$ cat src/rtl/axis_packet_router_if.sv
// AXI-Stream channel bundle used for the router's input and both outputs.
interface axis_packet_router_if #(
    parameter int DATA_WIDTH = 32
);
    logic [DATA_WIDTH-1:0] tdata;
    logic                  tvalid;
    logic                  tready;
    logic                  tlast;

    modport master (output tdata, output tvalid, output tlast, input tready);
    modport slave  (input tdata, input tvalid, input tlast, output tready);
endinterface

$ cat src/rtl/axis_packet_router.sv
// Single-input, dual-output AXI-Stream packet router with a 2-entry input
// buffer, first-beat destination select and per-output packet counters.
//
// state      | meaning
// -----------+--------------------------------------------------------
// ST_IDLE    | head beat is a packet start; dest taken from its SEL_BIT
// ST_ROUTE_A | mid-packet, dest locked to m0a
// ST_ROUTE_B | mid-packet, dest locked to m0b
module axis_packet_router #(
    parameter int DATA_WIDTH = 32,
    parameter int SEL_BIT    = 31,
    parameter int CNT_WIDTH  = 16
) (
    input  logic                 axis_aclk,
    input  logic                 axis_areset,
    axis_packet_router_if.slave  s0k_axis,
    axis_packet_router_if.master m0a_axis,
    axis_packet_router_if.master m0b_axis,
    output logic [CNT_WIDTH-1:0] pkt_cnt_a,
    output logic [CNT_WIDTH-1:0] pkt_cnt_b
);

    typedef enum logic [1:0] {
        ST_IDLE    = 2'd0,
        ST_ROUTE_A = 2'd1,
        ST_ROUTE_B = 2'd2
    } state_t;

    state_t                 state_q, state_d;
    logic [DATA_WIDTH:0]    mem_q [2];
    logic                   wr_ptr_q, rd_ptr_q;
    logic [1:0]             count_q, count_d;
    logic                   rdy_q, rdy_d;
    logic [CNT_WIDTH-1:0]   cnt_a_q, cnt_a_d;
    logic [CNT_WIDTH-1:0]   cnt_b_q, cnt_b_d;

    logic [DATA_WIDTH:0]    head;
    logic                   head_valid;
    logic                   head_last;
    logic                   dest_b;
    logic                   push, pop;

    // Entry layout is {tlast, tdata}.
    assign head       = mem_q[rd_ptr_q];
    assign head_last  = head[DATA_WIDTH];
    assign head_valid = (count_q != 2'd0);
    assign dest_b     = (state_q == ST_ROUTE_B) ||
                        ((state_q == ST_IDLE) && head[SEL_BIT]);
    assign push       = s0k_axis.tvalid && rdy_q;
    assign pop        = head_valid && (dest_b ? m0b_axis.tready : m0a_axis.tready);

    always_comb begin
        state_d = state_q;
        count_d = count_q;
        cnt_a_d = cnt_a_q;
        cnt_b_d = cnt_b_q;

        unique case ({push, pop})
            2'b10:   count_d = count_q + 2'd1;
            2'b01:   count_d = count_q - 2'd1;
            default: count_d = count_q;
        endcase
        // Ready is registered so the input never sees a path from output tready.
        rdy_d = (count_d != 2'd2);

        if (pop) begin
            if (head_last) begin
                state_d = ST_IDLE;
                if (dest_b) cnt_b_d = cnt_b_q + 1'b1;
                else        cnt_a_d = cnt_a_q + 1'b1;
            end else if (state_q == ST_IDLE) begin
                state_d = dest_b ? ST_ROUTE_B : ST_ROUTE_A;
            end
        end
    end

    always_ff @(posedge axis_aclk or posedge axis_areset) begin
        if (axis_areset) begin
            state_q  <= ST_IDLE;
            wr_ptr_q <= 1'b0;
            rd_ptr_q <= 1'b0;
            count_q  <= 2'd0;
            rdy_q    <= 1'b0;
            cnt_a_q  <= '0;
            cnt_b_q  <= '0;
        end else begin
            state_q <= state_d;
            count_q <= count_d;
            rdy_q   <= rdy_d;
            cnt_a_q <= cnt_a_d;
            cnt_b_q <= cnt_b_d;
            if (push) wr_ptr_q <= ~wr_ptr_q;
            if (pop)  rd_ptr_q <= ~rd_ptr_q;
        end
    end

    always_ff @(posedge axis_aclk) begin
        if (push) mem_q[wr_ptr_q] <= {s0k_axis.tlast, s0k_axis.tdata};
    end

    assign s0k_axis.tready = rdy_q;

    assign m0a_axis.tdata  = head[DATA_WIDTH-1:0];
    assign m0a_axis.tlast  = head_last;
    assign m0a_axis.tvalid = head_valid && !dest_b;

    assign m0b_axis.tdata  = head[DATA_WIDTH-1:0];
    assign m0b_axis.tlast  = head_last;
    assign m0b_axis.tvalid = head_valid && dest_b;

    assign pkt_cnt_a = cnt_a_q;
    assign pkt_cnt_b = cnt_b_q;

endmodule

$ cat src/flat_wrapper.sv
// flat-port wrapper written by rule: the top's interface ports become plain ports
module axis_packet_router_flat 
#(
    parameter int DATA_WIDTH = 32,
    parameter int SEL_BIT    = 31,
    parameter int CNT_WIDTH  = 16
)
  (axis_aclk, axis_areset, pkt_cnt_a, pkt_cnt_b, s0k_axis_tdata, s0k_axis_tvalid, s0k_axis_tlast, s0k_axis_tready, m0a_axis_tdata, m0a_axis_tvalid, m0a_axis_tlast, m0a_axis_tready, m0b_axis_tdata, m0b_axis_tvalid, m0b_axis_tlast, m0b_axis_tready);
  axis_packet_router_if #(.DATA_WIDTH(DATA_WIDTH)) s0k_axis_i ();
  axis_packet_router_if #(.DATA_WIDTH(DATA_WIDTH)) m0a_axis_i ();
  axis_packet_router_if #(.DATA_WIDTH(DATA_WIDTH)) m0b_axis_i ();
  input  logic axis_aclk;
  input  logic axis_areset;
  output logic [CNT_WIDTH-1:0] pkt_cnt_a;
  output logic [CNT_WIDTH-1:0] pkt_cnt_b;
  input wire logic [$bits(s0k_axis_i.tdata)-1:0] s0k_axis_tdata;
  input wire logic [$bits(s0k_axis_i.tvalid)-1:0] s0k_axis_tvalid;
  input wire logic [$bits(s0k_axis_i.tlast)-1:0] s0k_axis_tlast;
  output wire logic [$bits(s0k_axis_i.tready)-1:0] s0k_axis_tready;
  output wire logic [$bits(m0a_axis_i.tdata)-1:0] m0a_axis_tdata;
  output wire logic [$bits(m0a_axis_i.tvalid)-1:0] m0a_axis_tvalid;
  output wire logic [$bits(m0a_axis_i.tlast)-1:0] m0a_axis_tlast;
  input wire logic [$bits(m0a_axis_i.tready)-1:0] m0a_axis_tready;
  output wire logic [$bits(m0b_axis_i.tdata)-1:0] m0b_axis_tdata;
  output wire logic [$bits(m0b_axis_i.tvalid)-1:0] m0b_axis_tvalid;
  output wire logic [$bits(m0b_axis_i.tlast)-1:0] m0b_axis_tlast;
  input wire logic [$bits(m0b_axis_i.tready)-1:0] m0b_axis_tready;
  assign s0k_axis_i.tdata = s0k_axis_tdata;
  assign s0k_axis_i.tvalid = s0k_axis_tvalid;
  assign s0k_axis_i.tlast = s0k_axis_tlast;
  assign s0k_axis_tready = s0k_axis_i.tready;
  assign m0a_axis_tdata = m0a_axis_i.tdata;
  assign m0a_axis_tvalid = m0a_axis_i.tvalid;
  assign m0a_axis_tlast = m0a_axis_i.tlast;
  assign m0a_axis_i.tready = m0a_axis_tready;
  assign m0b_axis_tdata = m0b_axis_i.tdata;
  assign m0b_axis_tvalid = m0b_axis_i.tvalid;
  assign m0b_axis_tlast = m0b_axis_i.tlast;
  assign m0b_axis_i.tready = m0b_axis_tready;
  axis_packet_router #(.DATA_WIDTH(DATA_WIDTH), .SEL_BIT(SEL_BIT), .CNT_WIDTH(CNT_WIDTH)) u_core (.axis_aclk(axis_aclk), .axis_areset(axis_areset), .s0k_axis(s0k_axis_i), .m0a_axis(m0a_axis_i), .m0b_axis(m0b_axis_i), .pkt_cnt_a(pkt_cnt_a), .pkt_cnt_b(pkt_cnt_b));
endmodule
$ cat config.mk
export PLATFORM = sky130hd
export DESIGN_NAME = axis_packet_router_flat
export DESIGN_NICKNAME = d
export VERILOG_FILES = /design/src/rtl/axis_packet_router_if.sv /design/src/rtl/axis_packet_router.sv /design/src/flat_wrapper.sv
export SDC_FILE = /design/constraint.sdc
export NUM_CORES = 1
export LEC_CHECK = 0
export CAP_MARGIN = 20
export CORE_ASPECT_RATIO = 1.4
export CORE_MARGIN = 2
export CORE_UTILIZATION = 40
export DETAILED_ROUTE_END_ITERATION = 7
export PLACE_DENSITY = 0.78
export SYNTH_ARGS = -nofsm -noshare
export SYNTH_HDL_FRONTEND = slang
export SYNTH_SLANG_ARGS = --single-unit
$ cat constraint.sdc
create_clock -name axis_aclk -period 2.8 [get_ports axis_aclk]
set_input_delay 0.56 -clock axis_aclk [delete_from_list [all_inputs] [get_ports axis_aclk]]
set_output_delay 0.56 -clock axis_aclk [all_outputs]
set_load 0.005 [all_outputs]
# == Word level (Yosys, flattened, before mapping) ==
# Memories as Yosys holds them, arrays and structs flattened.
# Cells that the tools add are included.
# word_totals
reg_bits,39
in_bits,38
n_memories,1
ram_bits,66
# mem_list
name,depth,word_bits,rd,rd_ports_with_merged_regs,write_ports,line_no,text
u_core.mem_q,2,33,1,0,1,axis_packet_router.sv:30,logic [DATA_WIDTH:0] mem_q [2];
# op_classes
bitwise_logic,3
muxes,7
n_addsub,4
eq_ne,4
reduce_logical,13
# ops
cell,count
$add 16x1->16 const B,2
$mux 2,3
$reduce_and 3->1,2
$logic_and 1x1->1,5
$eq 2x2->1 const B,2
$pmux 2 s2,1
$reduce_bool 2->1,2
$mux 1,3
$not 1->1,3
$add 2x1->2 const B,1
$eq 2x1->1 const B,1
$logic_not 2->1,1
$ne 2x2->1 const B,1
$reduce_and 2->1,1
$sub 2x1->2 const B,1
$logic_not 1->1,1
$logic_or 1x1->1,1

# == Logic depth before layout (Yosys ltp) ==
# depth
depth_word,8
depth_mapped,9
depth_no_buf,8

# == Worst setup path after synthesis ==
# No wires, ideal clock.
# synth_path
kind,input to register
from,in s0k_axis_tvalid
to,"mem u_core.mem_q[0][0] in the netlist's numbering, enable pin"
stages,2
path_buffers,0
slack_ps,322
arrival_time_ps,2055
path_cell_list,nand2_1 > nor2_1
# synth_via
elab_chain_cells,3
# synth_lines
element,line_no,text
start: declaration,flat_wrapper.sv:17,input wire logic [$bits(s0k_axis_i.tvalid)-1:0] s0k_axis_tvalid;
$logic_and 1x1->1,axis_packet_router.sv:49,assign push = s0k_axis.tvalid && rdy_q;
$mux 1,axis_packet_router.sv:98,"if (push) mem_q[wr_ptr_q] <= {s0k_axis.tlast, s0k_axis.tdata};"
$mux 1 (not written as such),axis_packet_router.sv:98,
end: declaration,axis_packet_router.sv:30,
# Every way passes these cells.

# == Worst setup path after layout ==
# layout_path
from,reg u_core.rd_ptr_q
to,out m0b_axis_tlast
# layout_via
elab_chain_cells,1
# layout_lines
element,line_no,text
start: declaration,axis_packet_router.sv:31,"logic wr_ptr_q, rd_ptr_q;"
start signal: assignment,axis_packet_router.sv:93,if (pop) rd_ptr_q <= ~rd_ptr_q;
$mem_v2 2x33,--,
end: declaration,flat_wrapper.sv:26,output wire logic [$bits(m0b_axis_i.tlast)-1:0] m0b_axis_tlast;
# Every way passes these cells.

==> impl_metrics.yaml <==
pwr:
  ir_drop_v: 0.000407
  total_power_mw: 5.59
  power_density_mw_per_mm2: 915
  power_leakage_nw: 2.29
final_layout:
  syn2layout_area_growth_pct: 36.6
  design_area_mm2: 0.00610
  fin_cells: 565
  nNetsFinal: 460
  n_fill_cell: 870
  final_core_util: 0.562
  num_antenna_cells: 0
  final_layout_size_suffix_gt1_frac: 0.153
clock_network:
  cts.path.max_buffers: 2
  clockRootBuffer: "clkbuf_16"
  cts_buffers: 9
  cts_tree: "yes"
  cts_resized: 0
  htree_levels: 3
  clk_pin_slew_ns: 0.07
  ctsHoldBuffers: 0
  postCtsSetupRepairBufs: 0
  cts_sinks: 105
  clock_latency_ns: 0.33
die:
  start_util: 0.411
  fp.dieArea_mm2: 0.0121
  die_h_um: 129
  row_count: 45
  io_pins: 139
  die_w_um: 93.4
  coreArea_mm2: 0.0109
global_routing:
  grtUsageTotal: 0.154
  grt_pass1_vias: 2943
  grt_pass1_wl_um: 14400
  grt_max_degree: 34
  antenna_found_initial: 0
  gr-total-overflow: 0
logic_synthesis:
  yosysWarnings: 0
  avgSynthCellArea_um2: 14.8
  ys_types: 33
  yosysSeqAreaShare: 0.662
  ys_ff_latch: 105
  synth_area_mm2: 0.00447
  syn_inst: 302
  synth_nets: 343
drt:
  via_per_inst: 4.96
  via_count: 2800
  wl_per_cell_um: 15.8
  first_iter_violations: 79
  ant_nets: 0
  dr.pass1.iters: 4
  route.detailed.drc: 0
  wl_um: 8940
outcome:
  status: "finished, final reports clean"
setup_path:
  crit_required_ns: 2.24
  crit_chain: "buf_12 > mux2i_2 > inv_2 > clkdlybuf4s50_1"
  crit_fanout: 33
  critPathArrivalTime_ns: 1.96
  crit_type: "reg -> out"
  cpPeakStageDelay_ns: 0.47
  cp_slowest_cell: "clkdlybuf4s50_1"
  end_kind: "primary output"
  crit_path_start_kind: "flip-flop"
sta:
  tightest_slew_ns: 0.617
  skew_ns: 0.00680
  setup_viol: 0
  slew_headroom: 0.588
  hold_slack_ns: 0.478
  finalCriticalPeriod_ns: 2.52
  maxSlewViolCount: 0
  worst_slack_ns: 0.279
  tns_ns: 0
  rsz0062_at_grt: "false"
  finalHoldViolations: 0
  fin_crit_sh: 0.900
  fmax_mhz: 397
min_path:
  hold_class: "reg -> reg"
place:
  placedCellCount: 549
  hpwlAfterDp_um: 6130
  io_buffer_count: 138
  place_congestion: 0.788
  post_dp_cell_area_mm2: 0.00582
  pre_cts_slack_ns: 0.276
run:
  cap_viol_max_count: 0
report_power, final:
group | switching [mW] | internal [mW] | total [mW]
Clock | 0.525 | 0.658 | 1.18
Combinational | 0.883 | 1.32 | 2.20
Sequential | 0.196 | 2.00 | 2.20
synth_stat cells:
library cell / n / area, µm²
xor2_1: 16 / 140
or2_2: 1 / 6.26
o21ba_2: 1 / 10.0
mux2i_2: 1 / 13.8
o32a_1: 1 / 10.0
buf_6: 1 / 11.3
nand4_1: 11 / 68.8
xnor2_1: 19 / 166
dfrtp_1: 39 / 976
nor2b_1: 1 / 6.26
o21bai_2: 1 / 11.3
and4_1: 2 / 17.5
a21oi_1: 1 / 5.00
nor4_1: 8 / 50.1
nor3_1: 6 / 30.0
mux2_2: 33 / 372
and3_1: 5 / 31.3
edfxtp_1: 66 / 1980
clkbuf_1: 3 / 11.3
buf_2: 1 / 5.00
o21ai_0: 1 / 5.00
buf_4: 34 / 255
o2111ai_4: 1 / 26.3
nor2_1: 12 / 45.0
inv_2: 1 / 3.75
mux2_4: 1 / 15.0
inv_1: 4 / 15.0
nor4b_2: 1 / 15.0
nand2_1: 10 / 37.5
o21a_1: 1 / 7.51
ha_1: 3 / 37.5
o2bb2ai_1: 1 / 8.76
nand3_1: 15 / 75.1
logic make-up (layout without fill, tap and decap cells):
logic type	count (synthesis)	count (layout)	share of synthesized area
multiplexers	35	35	0.0896
flip-flops	105	105	0.662
buffers and inverters	44	166	0.0674
AND/OR/NAND/NOR	72	72	0.0856
adder cells (fa/ha/maj)	3	3	0.00840
AO/OA/AOI/OAI	8	8	0.0188
XOR/XNOR	35	35	0.0686
final timing paths:
kind | from | to | slack [ns] | depth (start not counted)
max in group asynchronous | axis_areset | u_core.rd_ptr_q | 1.96 | 3
min in group asynchronous | axis_areset | u_core.pkt_cnt_b[6] | 0.55 | 3
hold reg to reg | u_core.pkt_cnt_a[15] | u_core.pkt_cnt_a[15] | 0.48 | 1
setup / recovery | u_core.rd_ptr_q | m0b_axis_tlast | 0.28 | 4
hold / removal | u_core.pkt_cnt_a[15] | u_core.pkt_cnt_a[15] | 0.48 | 1
setup reg to reg | u_core.rd_ptr_q | u_core.s0k_axis.tready | 0.71 | 7
flip-flops by register name, indices dropped and copies added (netlist names):
signal and count:
u_core.state_q 2, u_core.rd_ptr_q 1, u_core.pkt_cnt_b 16, u_core.pkt_cnt_a 16, u_core.mem_q 66, u_core.s0k_axis.tready 1, u_core.wr_ptr_q 1, u_core.count_q 2
layout make-up:
class                      count  area, µm²  share of cell area
clock buffer                  12        258              0.0422
sequential                   105       2960               0.485
multi-input combinational    153       1220               0.200
clock inverter                 4       26.3             0.00430
tap                          141        176              0.0289
inverter                       5       18.8             0.00307
timing repair buffer         145       1450               0.237
worst max-delay path, delay by kind of cell (launching register included):
kind,cells,cell delay (ns)
flops,1,0.40
mux,1,0.42
buf+inv,3,0.81
layout by cell type, fill, tap and decap left out, types with 8 or more instances in the layout:
master           count
dfrtp_1             38
nand3_1             15
nor2_1              11
nand4_1             11
nor4_1               8
xnor2_1             19
mux2_2              33
nand2_1             10
clkdlybuf4s50_1    138
edfxtp_1            66
xor2_1              16
clkbuf_16           10
routing by layer:
layer / share of wire / up-vias / track usage
met1: 0.39 / 1391 / 0.179
met2: 0.53 / 103 / 0.269
met4: 0.013 / 0 / 0.0528
li1: - / 1295 / -
met5: 0 / - / 0
met3: 0.065 / 11 / 0.0459
Note: power is estimated with default switching activity, not from simulation.
